===== src/rtl/button_pkg.sv =====
`default_nettype none
// ============================================================================
//  Module  : button_pkg
//  Purpose : Shared types, default parameter values and the counter-width
//            helper for the push-button conditioner.
//  Contents:
//    btn_state_t            - four-state debounce FSM encoding
//    DEF_* constants        - default parameter values
//    cnt_width()            - width of the debounce / hold counters
//  Revision: 1.0  initial release
// ============================================================================
package button_pkg;

  typedef enum logic [1:0] {
    IDLE         = 2'd0,
    PRESS_WAIT   = 2'd1,
    PRESSED      = 2'd2,
    RELEASE_WAIT = 2'd3
  } btn_state_t;

  localparam int DEF_SYNC_STAGES       = 2;
  localparam int DEF_DEBOUNCE_CYCLES   = 3;
  localparam int DEF_LONG_PRESS_CYCLES = 10;

  // One width serves both counters so they can hold the larger terminal
  // count without wrapping.
  function automatic int cnt_width(input int debounce, input int long_press);
    int m;
    m = (debounce > long_press) ? debounce : long_press;
    return $clog2(m + 1);
  endfunction

endpackage
`default_nettype wire


===== src/rtl/sync_ff.sv =====
`default_nettype none
// ============================================================================
//  Module  : sync_ff
//  Purpose : N-stage flop chain bringing an asynchronous level into the
//            clock domain. All stages reset asynchronously to 0.
//  Ports   :
//    clock    in   rising-edge clock
//    reset_n  in   asynchronous active-low reset
//    d        in   asynchronous input level
//    q        out  synchronized level (output of last stage)
//  Revision: 1.0  initial release
// ============================================================================
module sync_ff #(
  parameter int STAGES = 2
) (
  input  logic clock,
  input  logic reset_n,
  input  logic d,
  output logic q
);

  logic [STAGES-1:0] chain;

  always_ff @(posedge clock or negedge reset_n) begin
    if (!reset_n) begin
      chain <= '0;
    end else begin
      chain <= {chain[STAGES-2:0], d};
    end
  end

  assign q = chain[STAGES-1];

endmodule
`default_nettype wire


===== src/rtl/button_conditioner.sv =====
`default_nettype none
// ============================================================================
//  Module  : button_conditioner
//  Purpose : Turns a raw, bouncy, asynchronous push-button into a clean
//            debounced level plus one-cycle press / release pulses, and an
//            optional long-press pulse.
//  Ports   :
//    clock        in   rising-edge clock
//    reset_n      in   asynchronous active-low reset
//    btn_raw      in   raw button pin (1 = pressed), asynchronous
//    btn_level    out  debounced level (registered)
//    btn_press    out  one-cycle pulse on accepted press
//    btn_release  out  one-cycle pulse on accepted release
//    long_press   out  one-cycle pulse after a sustained press
//  Build option:
//    BUTTON_LONG_PRESS_EN  - when defined, adds the hold counter that drives
//                            long_press; otherwise long_press is tied 0.
//  Revision: 1.0  initial release
// ============================================================================
module button_conditioner
  import button_pkg::*;
#(
  parameter int SYNC_STAGES       = DEF_SYNC_STAGES,
  parameter int DEBOUNCE_CYCLES   = DEF_DEBOUNCE_CYCLES,
  parameter int LONG_PRESS_CYCLES = DEF_LONG_PRESS_CYCLES
) (
  input  logic clock,
  input  logic reset_n,
  input  logic btn_raw,
  output logic btn_level,
  output logic btn_press,
  output logic btn_release,
  output logic long_press
);

  localparam int               CNT_W   = cnt_width(DEBOUNCE_CYCLES, LONG_PRESS_CYCLES);
  localparam logic [CNT_W-1:0] CNT_MAX = '1;
  localparam logic [CNT_W-1:0] ONE     = CNT_W'(1);
  localparam logic [CNT_W-1:0] DEB_MAX = CNT_W'(DEBOUNCE_CYCLES);

  logic             s;
  btn_state_t       state, state_next;
  logic [CNT_W-1:0] cnt, cnt_next, cnt_inc;
  logic             level_next, press_next, release_next;

  sync_ff #(
    .STAGES (SYNC_STAGES)
  ) u_sync (
    .clock   (clock),
    .reset_n (reset_n),
    .d       (btn_raw),
    .q       (s)
  );

  assign cnt_inc = (cnt == CNT_MAX) ? cnt : cnt + 1'b1;

  // --------------------------------------------------------------------------
  // Next-state logic. A WAIT state counts consecutive samples of the new
  // level; when the count would reach DEBOUNCE_CYCLES the change is accepted
  // on that same edge. With DEBOUNCE_CYCLES = 1 the first differing sample
  // is accepted directly from the stable state.
  // --------------------------------------------------------------------------
  always_comb begin
    state_next   = state;
    cnt_next     = cnt;
    press_next   = 1'b0;
    release_next = 1'b0;
    case (state)
      IDLE: begin
        if (s) begin
          if (ONE >= DEB_MAX) begin
            state_next = PRESSED;
            cnt_next   = '0;
            press_next = 1'b1;
          end else begin
            state_next = PRESS_WAIT;
            cnt_next   = ONE;
          end
        end
      end
      PRESS_WAIT: begin
        if (!s) begin
          state_next = IDLE;
          cnt_next   = '0;
        end else if (cnt_inc >= DEB_MAX) begin
          state_next = PRESSED;
          cnt_next   = '0;
          press_next = 1'b1;
        end else begin
          cnt_next   = cnt_inc;
        end
      end
      PRESSED: begin
        if (!s) begin
          if (ONE >= DEB_MAX) begin
            state_next   = IDLE;
            cnt_next     = '0;
            release_next = 1'b1;
          end else begin
            state_next = RELEASE_WAIT;
            cnt_next   = ONE;
          end
        end
      end
      RELEASE_WAIT: begin
        if (s) begin
          state_next = PRESSED;
          cnt_next   = '0;
        end else if (cnt_inc >= DEB_MAX) begin
          state_next   = IDLE;
          cnt_next     = '0;
          release_next = 1'b1;
        end else begin
          cnt_next     = cnt_inc;
        end
      end
      default: begin
        state_next = IDLE;
        cnt_next   = '0;
      end
    endcase
    level_next = (state_next == PRESSED) || (state_next == RELEASE_WAIT);
  end

  always_ff @(posedge clock or negedge reset_n) begin
    if (!reset_n) begin
      state       <= IDLE;
      cnt         <= '0;
      btn_level   <= 1'b0;
      btn_press   <= 1'b0;
      btn_release <= 1'b0;
    end else begin
      state       <= state_next;
      cnt         <= cnt_next;
      btn_level   <= level_next;
      btn_press   <= press_next;
      btn_release <= release_next;
    end
  end

`ifdef BUTTON_LONG_PRESS_EN
  localparam logic [CNT_W-1:0] LP_MAX = CNT_W'(LONG_PRESS_CYCLES);

  logic [CNT_W-1:0] hold, hold_next;
  logic             long_next;

  // The hold counter stops at LONG_PRESS_CYCLES, so the pulse can fire only
  // once per accepted press; a bounce back from RELEASE_WAIT keeps the count.
  always_comb begin
    hold_next = hold;
    long_next = 1'b0;
    if (press_next || release_next) begin
      hold_next = '0;
    end else if ((state == PRESSED) || (state == RELEASE_WAIT)) begin
      if (hold < LP_MAX) begin
        hold_next = hold + 1'b1;
        long_next = ((hold + 1'b1) == LP_MAX);
      end
    end
  end

  always_ff @(posedge clock or negedge reset_n) begin
    if (!reset_n) begin
      hold       <= '0;
      long_press <= 1'b0;
    end else begin
      hold       <= hold_next;
      long_press <= long_next;
    end
  end
`else
  assign long_press = 1'b0;
`endif

endmodule
`default_nettype wire


===== config.mk =====
export PLATFORM = sky130hd
export DESIGN_NAME = button_conditioner
export DESIGN_NICKNAME = d
export VERILOG_FILES = /design/src/rtl/button_pkg.sv /design/src/rtl/sync_ff.sv /design/src/rtl/button_conditioner.sv
export SDC_FILE = /design/constraint.sdc
export NUM_CORES = 1
export LEC_CHECK = 0
export BUFFER_PORTS_ARGS = -buffer_cell sky130_fd_sc_hd__buf_2
export CAP_MARGIN = 40
export CELL_PAD_IN_SITES_DETAIL_PLACEMENT = 1
export CELL_PAD_IN_SITES_GLOBAL_PLACEMENT = 1
export CORE_AREA = 2 2 39 41
export CTS_CLUSTER_DIAMETER = 150
export DETAILED_ROUTE_END_ITERATION = 12
export DIE_AREA = 0 0 41 43
export GPL_TIMING_DRIVEN = 1
export HOLD_SLACK_MARGIN = 0.15
export PLACE_DENSITY = 0.62
export SYNTH_ARGS = -nofsm -noshare
export SYNTH_HDL_FRONTEND = slang
export SYNTH_SLANG_ARGS = --single-unit

===== constraint.sdc =====
create_clock -name clock -period 1.7 [get_ports clock]
set_input_delay 0.17 -clock clock [delete_from_list [all_inputs] [get_ports clock]]
set_output_delay 0.17 -clock clock [all_outputs]
set_load 0.005 [all_outputs]

# [Word level (Yosys, flattened, before mapping)]
# Index checks and enable logic that the tools add are counted.
[word_totals] regBits=11 in_bits=3 output_inout_bits=4 wordCells=38
[classes] n_addsub=1 n_lt_le_gt_ge=1 n_eq_ne=8 n_mux=19 reduce_logical=3
[ops] op="$mux W4" count=6
[ops] op="$pmux W4 S4" count=1
[ops] op="$mux W2" count=6
[ops] op="$eq A2 B2 Y1 const B" count=4
[ops] op="$pmux W2 S4" count=1
[ops] op="$mux W1" count=5
[ops] op="$add A4 B1 Y4 const B" count=1
[ops] op="$eq A4 B4 Y1 const B" count=1
[ops] op="$ge A4 B2 Y1 const B" count=1
[ops] op="$eq A2 B1 Y1 const B" count=1
[ops] op="$logic_not A2 Y1" count=1
[ops] op="$ne A2 B1 Y1 const B" count=1
[ops] op="$ne A2 B2 Y1 const B" count=1
[ops] op="$reduce_and A2 Y1" count=1
[ops] op="$logic_or A1 B1 Y1" count=1

# [Depth between registers and ports, before layout]
[logic_depth] depth_word=8 depth_mapped=4

# [Cells and area by module]
# From an unflattened synthesis, not the netlist that was laid out.
[unflattened] cells_unflattened=33 area_unflattened_um2=425.4
[modules_own_cells] module="button_conditioner" instances=1 cells_each=31 area_each_um2=375.4
[modules_own_cells] module="sync_ff" instances=1 cells_each=2 area_each_um2=50.0

# [Least setup slack after synthesis]
# OpenSTA, ideal clock, no wires.
[synth_timing] path_type="reg2reg" from="register cnt[0]" to="register btn_release" t_arrival_ns=1.254 t_required_ns=1.605 slack_ns=0.351 stages_incl_launch_ff=5 period_less_slack_ns=1.349 cell_sequence="dfrtp_1 -> ha_1 -> a21boi_1 -> o2111a_2 -> nor4b_2"
[synth_via] elab_chain_len=6 elab_cells_between_ends=7
[synth_lines] element="start, declared" line="button_conditioner.sv:43" source="logic [CNT_W-1:0] cnt, cnt_next, cnt_inc;"
[synth_lines] element="start signal, assigned" line="button_conditioner.sv:134" source="cnt <= cnt_next;"
[synth_lines] element="$add A4 B1 Y4 or $eq A4 B4 Y1 (tied branches)" line="button_conditioner.sv:55" source="assign cnt_inc = (cnt == CNT_MAX) ? cnt : cnt + 1'b1;"
[synth_lines] element="$mux W4 (*)" line="button_conditioner.sv:55"
[synth_lines] element="$ge A4 B2 Y1 (*)" line="button_conditioner.sv:109" source="end else if (cnt_inc >= DEB_MAX) begin"
[synth_lines] element="$mux W1 (*)" line="button_conditioner.sv:109"
[synth_lines] element="$mux W1 (*)" line="button_conditioner.sv:106" source="if (s) begin"
[synth_lines] element="$mux W1 (*)" line="button_conditioner.sv:68" source="case (state)"
[synth_lines] element="via release_next" line="button_conditioner.sv:44" source="logic level_next, press_next, release_next;"
[synth_lines] element="end signal, assigned" line="button_conditioner.sv:137" source="btn_release <= release_next;"
[synth_lines] element="end, declared" line="button_conditioner.sv:32" source="output logic btn_release,"
# The timed path passes the listed nets; every way through them passes the cells marked *.
# A chain may end at the register's enable or synchronous reset.

# [Worst setup path in the final report]
# Same ends and word-level chain as after synthesis.

==> results.md <==
- Mean Syn Cell Area: 12.18 um^2
- Total wire length: 834 um
- Mux cell area share after synthesis: 0
- Req. time, crit path: 1.87 ns
- Compound-Gate Fraction of Synth Area: 0.1757
- Final hold violations: 0
- Root Driver: clkbuf_4
- R2R Setup Slk: 0.21 ns
- Core Footprint: 0.001384 mm^2
- Hpwl dp: 617.9 um
- Critical path class: register to register
- Die Wd: 41 um
- Post-Layout Cell Count: 64
- Setup violations, final: 0
- CTS resizes: 0
- Maximum clock insertion buffer count: 2
- Final Core Density: 0.4024
- RePlAce Congestion: 0.7670
- Largest family of logic cells by synthesized area: compound AO/OA/AOI/OAI gates
- Post-synth EDFFs: 0
- Synth warn: 0
- Place WS: 0.2369 ns
- Unrepaired setup endpoints after global routing: false
- Drt wl/cell: 13.03 um
- Initial antenna violation count: 0
- Crit share post-route: 0.8750
- Synth cell count leaders: 10 x dfrtp_1, 3 x inv_1, 2 x nand2_1, 2 x nor3_1, 2 x nor4b_2
- CTS buffer count: 3
- Area of the die: 0.001763 mm^2
- H-tree depth: 1
- Top-count cell post-synth: dfrtp_1
- Clk sinks: 10
- Synth Register Bits: 10
- Total GRT Usage: 0.1362
- Port Buf Inserts: 5
- Post-route ant nets: 0
- Area Overhead vs Synth: 20.27%
- Leakage: 0.2444 nW
- P per Cell Area: 1544 mW/mm^2
- Placed cells: 58
- Startpoint Class: register
- GRT overflow: 0
- First-pass GRT wire length: 1414 um
- I/O Pins: 7
- Synthesized Nets: 42
- Area contributors post-synth: dfrtp_1 54%, nor4b_2 6.5%, xor2_2 3.5%, ha_1 2.7%, o2111a_2 2.7%
- Vias in the first global route: 337
- Critical Path AT: 1.66 ns
- Post-Synth XOR/XNOR Area: 0.03514
- Number of vias per cell: 5.250
- Die Ht: 43 um
- Max Cap Viol: 0
- Top cell type's share of synthesized area: 0.5405
- Setup TNS: 0 ns
- Ant. Diodes: 0
- PnR worst setup slack: 0.2126 ns
- Post-synth ARST share: 1.000
- Outcome: completed
- Vias: 336
- Share of layout cells above drive strength 1: 0.2917
- Final min period: 1.487 ns
- Final Skew: 0.001229 ns
- Initial Util: 0.3345
- Simple-gate portion of the synthesized area: 0.1730
- Sequential area share after synthesis: 0.5405
- Pin count of the biggest net entering global routing: 11
- Post-Syn Area: 462.9 um^2
- Slew Limit Fails: 0
- Post-synth top flop: dfrtp_1
- Endpoint class of the critical path: register
- CP Max Fanout: 5
- CTS tree: built
- Num rows: 14
- DRC: 0
- Initial DRC count: 6
- Worst Hold Class: primary input to async pin
- Reg clk slew, reported paths: 0.07 ns
- Post-synthesis cell type with the largest combined area: dfrtp_1
- Post-synthesis adder-cell area fraction: 0.02703
- Post-Synthesis Cells: 38
- Nets: 53
- DRT Pass-1 Iters: 3
- Peak VDD IR: 0.7204 mV
- Worst skew pair latency: 0.27 ns
- Setup Fix Bufs, Post-CTS: 0
- Unique masters post-synth: 24
- Max Clk Rate: 672.3 MHz
[cell type report]
type                    instances  area, um^2
clock buffers                   4       36.28
fillers                       150       827.0
inverters                       3       11.26
multi-input cells              24       193.9
flip-flops and latches         10       250.2
well taps                      16       20.02
repair buffers                  7       45.04
[flip-flops by register name (all words and copies together) (netlist names)]
name / flops
u_sync.chain: 2
btn_press: 1
state: 1
btn_level: 1
btn_release: 1
cnt: 4
[metal layers]
layer,global-route usage,vias to the layer above,part of all wire
met3,0.04712,4,0.053
met5,0,-,0
met1,0.1605,166,0.43
li1,-,157,-
met2,0.1656,9,0.46
met4,0.1600,0,0.055
[logic make-up after synthesis]
| kind of cell | after synthesis |
|---|---|
| and+or+nand+nor | 11 |
| AOI/OAI and AO/OA | 10 |
| DFF | 10 |
| buffers and inverters | 4 |
| xor gates and xnor gates | 1 |
| adders and majority gates | 1 |
| other | 1 |
[where the power goes]
| group | leakage, nW | internal (W) | switching [W] | total [W] |
|---|---|---|---|---|
| sequential | 0.129 | 0.000290 | 0.0000675 | 0.000357 |
| clock | 0.0210 | 0.000130 | 0.0000872 | 0.000217 |
| combinational | 0.0949 | 0.000128 | 0.000157 | 0.000285 |
| total | 0.244 | 0.000548 | 0.000312 | 0.000859 |
[critical path: stages, from the launching register on]
cell,delay [ns]
dfrtp_1,0.43
ha_1,0.24
a21boi_1,0.16
o2111a_2,0.30
nor4b_2,0.27
[timing repair]
| item | 4_1_cts | 5_1_grt |
|---|---|---|
| endpoints found under the hold margin | 11 | 0 |
| hold buffers | 2 | 0 |
| setup endpoints to repair | 0 | 0 |
[stage by stage]
step	power (W)	hold WS, ns	instance area, um^2
2_1_floorplan	0.0005671	-0.1256	462.9
3_3_place_gp	0.0006376	0.03620	500.5
3_5_place_dp	0.0006465	0.04415	500.5
4_1_cts	0.0008721	0.2860	556.8
5_1_grt	0.0009370	0.3023	556.8
6_report	0.0008595	0.2846	556.8
[worst paths after layout]
| kind | cells after the start | endpoint | start |
|---|---|---|---|
| worst min register to register | 0 | u_sync.chain[1] | u_sync.chain[0] |
| worst max-delay path | 4 | btn_release | cnt[0] |
| worst max register to register | 4 | btn_release | cnt[0] |
| max in group asynchronous | 2 | u_sync.chain[0] | reset_n |
| worst min-delay path | 2 | btn_level | reset_n |
| min in group clock | 0 | u_sync.chain[1] | u_sync.chain[0] |
[placed cells by master, fill, tap and decap left out]
cell           count
o21ai_0            1
inv_1              3
conb_1             1
dfrtp_1           10
dlygate4sd3_1      2
xor2_2             1
o31ai_1            1
o21bai_1           1
o2111ai_1          1
nor3_1             2
nand2b_1           1
ha_1               1
or2b_1             1
a31oi_1            1
o2111a_2           1
nand2_1            2
a21boi_1           1
o22ai_1            1
nor3b_1            1
nand3_1            1
buf_2              5
a21boi_0           1
nand4_1            1
clkbuf_8           1
clkbuf_4           3
nor4b_2            2
o31ai_2            1
Power figures use the tool's default switching activity.
